File: config.mk
export PLATFORM = sky130hd
export DESIGN_NAME = nibble_serial_adder
export DESIGN_NICKNAME = d
export VERILOG_FILES = /design/src/rtl/nibble_serial_adder_pkg.sv /design/src/rtl/nibble_serial_adder_nibble_add_cin.sv /design/src/rtl/nibble_serial_adder.sv
export SDC_FILE = /design/constraint.sdc
export NUM_CORES = 1
export LEC_CHECK = 0
export CAP_MARGIN = 5
export CORE_MARGIN = 2
export CORE_UTILIZATION = 45
export DETAILED_ROUTE_END_ITERATION = 10
export MAX_ROUTING_LAYER = met4
export PLACE_DENSITY = 0.81
export SYNTH_ARGS = -nofsm -noshare
export SYNTH_HDL_FRONTEND = slang
export SYNTH_SLANG_ARGS = --single-unit
File: constraint.sdc
create_clock -name clk -period 3.3 [get_ports clk]
set_input_delay 0.66 -clock clk [delete_from_list [all_inputs] [get_ports clk]]
set_output_delay 0.66 -clock clk [all_outputs]
set_load 0.005 [all_outputs]
File: src/rtl/nibble_serial_adder_pkg.sv
// Shared types and constants for the nibble-serial adder.
package nsa_pkg;

  localparam int NIBBLE_W = 4;

  typedef enum logic [1:0] {
    IDLE,
    RUN,
    DONE
  } nsa_state_t;

  // Index counter width; a single-nibble configuration still needs one bit.
  function automatic int idxWidth(input int nibbles);
    return (nibbles > 1) ? $clog2(nibbles) : 1;
  endfunction

endpackage

File: src/rtl/nibble_serial_adder_nibble_add_cin.sv
// Combinational 4-bit ripple-carry slice with carry-in, time-shared by the serial adder.
module nibble_add_cin
  import nsa_pkg::*;
(
  input  logic [NIBBLE_W-1:0] a,
  input  logic [NIBBLE_W-1:0] b,
  input  logic                cin,
  output logic [NIBBLE_W-1:0] sum,
  output logic                cout
);

  logic [NIBBLE_W:0] rippleC;

  assign rippleC[0] = cin;

  // Each bit: sum is the parity of its inputs, carry is their majority.
  for (genvar i = 0; i < NIBBLE_W; i++) begin : g_bit
    assign sum[i]         = a[i] ^ b[i] ^ rippleC[i];
    assign rippleC[i + 1] = (a[i] & b[i]) | (a[i] & rippleC[i]) | (b[i] & rippleC[i]);
  end

  assign cout = rippleC[NIBBLE_W];

endmodule

File: src/rtl/nibble_serial_adder.sv
// Wide adder that processes one nibble per clock, LSB first, with valid/ready on both sides.
// Optional subtract mode (A-B) is enabled by defining NSA_SUBTRACT_EN.
module nibble_serial_adder
  import nsa_pkg::*;
#(
  parameter int NIBBLES = 4
) (
  input  logic                        clk,
  input  logic                        rst,
`ifdef NSA_SUBTRACT_EN
  input  logic                        sub,
`endif
  input  logic                        in_valid,
  output logic                        in_ready,
  input  logic [NIBBLE_W*NIBBLES-1:0] op_a,
  input  logic [NIBBLE_W*NIBBLES-1:0] op_b,
  output logic                        out_valid,
  input  logic                        out_ready,
  output logic [NIBBLE_W*NIBBLES-1:0] result,
  output logic                        carry_out,
  output logic                        busy
);

  localparam int W  = NIBBLE_W * NIBBLES;
  localparam int IW = idxWidth(NIBBLES);
  localparam logic [IW-1:0] LastIdx = IW'(NIBBLES - 1);

  nsa_state_t    state_q, state_d;
  logic [W-1:0]  opA_q, opA_d;
  logic [W-1:0]  opB_q, opB_d;
  logic [W-1:0]  result_q, result_d;
  logic [IW-1:0] index_q, index_d;
  logic          carry_q, carry_d;
  logic          carryOut_q, carryOut_d;

  logic [NIBBLE_W-1:0] sliceA, sliceB, sliceSum;
  logic                sliceCout;

  // Select the current nibble of each registered operand for the shared slice.
  always_comb begin
    sliceA = '0;
    sliceB = '0;
    for (int i = 0; i < NIBBLES; i++) begin
      if (index_q == IW'(i)) begin
        sliceA = opA_q[i*NIBBLE_W +: NIBBLE_W];
        sliceB = opB_q[i*NIBBLE_W +: NIBBLE_W];
      end
    end
  end

  nibble_add_cin u_slice (
    .a   (sliceA),
    .b   (sliceB),
    .cin (carry_q),
    .sum (sliceSum),
    .cout(sliceCout)
  );

  always_comb begin
    state_d    = state_q;
    opA_d      = opA_q;
    opB_d      = opB_q;
    result_d   = result_q;
    index_d    = index_q;
    carry_d    = carry_q;
    carryOut_d = carryOut_q;
    in_ready   = 1'b0;

    case (state_q)
      IDLE: begin
        in_ready = !rst;
        if (in_valid && in_ready) begin
          opA_d   = op_a;
          index_d = '0;
`ifdef NSA_SUBTRACT_EN
          // A-B is computed as A + ~B + 1.
          opB_d   = sub ? ~op_b : op_b;
          carry_d = sub;
`else
          opB_d   = op_b;
          carry_d = 1'b0;
`endif
          state_d = RUN;
        end
      end

      RUN: begin
        for (int i = 0; i < NIBBLES; i++) begin
          if (index_q == IW'(i)) begin
            result_d[i*NIBBLE_W +: NIBBLE_W] = sliceSum;
          end
        end
        carry_d = sliceCout;
        if (index_q == LastIdx) begin
          carryOut_d = sliceCout;
          index_d    = '0;
          state_d    = DONE;
        end else begin
          index_d = index_q + IW'(1);
        end
      end

      DONE: begin
        if (out_ready) begin
          state_d = IDLE;
        end
      end

      default: state_d = IDLE;
    endcase
  end

  always_ff @(posedge clk) begin
    if (rst) begin
      state_q    <= IDLE;
      opA_q      <= '0;
      opB_q      <= '0;
      result_q   <= '0;
      index_q    <= '0;
      carry_q    <= 1'b0;
      carryOut_q <= 1'b0;
    end else begin
      state_q    <= state_d;
      opA_q      <= opA_d;
      opB_q      <= opB_d;
      result_q   <= result_d;
      index_q    <= index_d;
      carry_q    <= carry_d;
      carryOut_q <= carryOut_d;
    end
  end

  assign out_valid = (state_q == DONE);
  assign busy      = (state_q != IDLE);
  assign result    = result_q;
  assign carry_out = carryOut_q;

endmodule

==> metrics <==
most common cell after layout, fill and taps aside=clkdlybuf4s50_1; transition time at the pin with the least slew margin=0.503 ns; DP Wirelength=3840 um; proportion of layout cells with a drive suffix above 1=5.45%; starting density of the core=47.2%; final worst setup slack=0.219 ns; number of slew-limit violations in the final report=0; Synth Net Count=330; reg-to-reg setup timing slack=0.22 ns; outcome=completed; final number of setup-violating endpoints=0; average vias per placed instance=5.08; Lkg Pwr=0.00114 uW; RD Place Congestion=0.845; clk slew on worst S/H paths=0.09 ns; final worst path period need=3.08 ns; First DRT Iteration DRCs=181; standard-cell row count=26; CTS tree=done; multi-input combinational cell area=approximately 1200 um^2; Die W=77.4 um; Design Power=1360 uW; endpoint kind of the worst setup timing path=flop; total area of sequential cells=about 1100 um^2; pre-CTS WS=0.114 ns; number of global-route vias before repair=1953; max capacitance violation total=0; number of CTS-inserted buffers=5; Syn Std Cell Area=2430 um^2; count of distinct cell types in the synthesized netlist=26; post-detailed-route DRC marker count=0; Clk Latency, worst-skew pair=0.30 ns; die outline height=roughly 77 um; first-pass iteration count of the detailed router=4; global router's overall resource usage=19.9%; vias=between 2000 and 2500; top fanout value on the critical path=8; post-detailed-route wirelength per cell=13.5 um; Cells after Synth=between 200 and 300; final hold slack=between 0.4 and 0.5 ns; class of the most critical hold timing path=flop to flop; normalized max-slew margin=about 66%; area enclosed by the die boundary=5990 um^2; top achievable clock speed=325 MHz; Setup TNS Final=0 ns; Std-Cell Core Area=5140 um^2; growth of design area from synthesis to finish=28.7%; Post-CTS Hold Fix Bufs=0; Power Dens Cells=437 nW/um^2; Ant. Diodes=0; Critical Path Source Type=flop; count of endpoints failing hold in the final timing report=0; Max clock buf depth=2; number of sinks handled by clock tree synthesis=54; number of nets in the layout=374; CP required=3.52 ns; cells taking the most area after synthesis=dfxtp_1, o21ai_0, nand2b_1; total gr overflow=0; utilization after layout=60.7%; commonest cells after routing, fill and taps aside=clkdlybuf4s50_1, dfxtp_1, nand2_1, o21ai_0, nor2_1; Data arrival, critical path=3.30 ns; Top-Level Pins=56; WS Path Type=flop to flop; port bufs=55; share of the synthesized area in the top cell type=44.6%; maximum clock skew at final layout=0.00299 ns; worst ir drop on vdd=about 0.00026 V; CTS root buf=clkbuf_8; unrepaired setup endpoints after global routing=no; flops & latches, synth=54; # H-tree levels=2; number of warning messages in the yosys log=0; number of nets still failing antenna checks after routing=0; final period utilization=93.4%; final-layout fill cell count=roughly 470; routed wire length=between 5000 and 6000 um; global-route wire length before repair=around 9300 um; average cell area after synthesis=8.48 um^2; pin count of the biggest net entering global routing=65; Yosys top cell by area=dfxtp_1; sequential share of the synthesized area=44.6%; number of antenna violations at the first check in global routing=0
## sequential cells by signal (all words and copies together) (netlist names)
| name | cells |
|---|---|
| carry_q | 1 |
| opB_q | 16 |
| state_q | 2 |
| index_q | 2 |
| carry_out | 1 |
| opA_q | 16 |
| result | 16 |
## final cells by class
type	instances	share of cell area, %
Tap cell	70	2.81
Multi-Input combinational cell	198	38.8
Timing Repair Buffer	60	18.8
Sequential cell	54	34.7
Inverter	11	1.32
Clock inverter	1	0.962
Clock buffer	6	2.65
## repair_timing
| action | CTS | global route |
|---|---|---|
| setup buffers | 0 | 0 |
| resized for setup | 0 | 5 |
| setup endpoints to repair | 0 | 4 |
## synthesized netlist by cell type
| cell | count |
|---|---|
| a211oi_1 | 12 |
| a21oi_1 | 3 |
| a221oi_1 | 3 |
| a22oi_1 | 3 |
| a2bb2oi_1 | 4 |
| and3b_1 | 7 |
| buf_2 | 9 |
| clkbuf_1 | 12 |
| clkbuf_2 | 2 |
| dfxtp_1 | 54 |
| fa_1 | 4 |
| ha_1 | 4 |
| inv_1 | 11 |
| mux2i_1 | 9 |
| nand2_1 | 40 |
| nand2b_1 | 29 |
| nand3b_1 | 1 |
| nor2_1 | 31 |
| nor2b_1 | 2 |
| nor3_1 | 1 |
| nor4b_4 | 1 |
| o21ai_0 | 37 |
| o21bai_1 | 1 |
| o2bb2ai_1 | 1 |
| o31ai_1 | 3 |
| or2_2 | 2 |
## per-layer routing
layer | global-route usage (%) | part of all wire [%] | wire length, um
met5 | - | 0 | 0
met4 | 6.96 | 1.9 | 105
met3 | 4.19 | 4.4 | 238
met2 | 33.5 | 48 | 2610
met1 | 23.7 | 45 | 2450
## cells by family after synthesis
logic type | synth area share (%)
AO/OA/AOI/OAI | 17.0
adder cells (fa/ha/maj) | 5.36
buffers and inverters | 5.83
flip-flops | 44.6
multiplexers | 3.71
AND/OR/NAND/NOR | 23.5
## through the flow
| step | area, um^2 | cells |
|---|---|---|
| 4_1_cts | 3110 | 400 |
| 5_1_grt | 3120 | 400 |
| 6_report | 3120 | 400 |
| 2_1_floorplan | 2430 | 286 |
| 3_5_place_dp | 3000 | 393 |
| 3_3_place_gp | 3000 | 393 |
## worst max-delay path, cell delays in order (launching register included)
cell      delay (ns)
dfxtp_2         0.38
inv_1           0.08
ha_1            0.20
or2_2           0.36
o21ai_1         0.19
fa_1            0.20
inv_1           0.06
fa_1            0.38
fa_1            0.38
inv_1           0.08
fa_1            0.46
a211oi_1        0.22
## worst paths after layout
path                                  from   endpoint  cells after the start
worst max-delay path            index_q[0]  result[7]                     11
worst min-delay path              opB_q[6]   opB_q[6]                      2
worst max register to register  index_q[0]  result[7]                     11
worst min register to register    opB_q[6]   opB_q[6]                      2
## where the power goes
group | switching [uW] | internal [uW] | total (uW) | leakage [uW]
Combinational | 94.2 | 109 | 203 | 0.000642
Sequential | 24.4 | 688 | 712 | 0.000442
Clock | 205 | 243 | 448 | 0.0000573
Total | 324 | 1040 | 1360 | 0.00114
No activity file was read; power rests on OpenSTA's default activity.
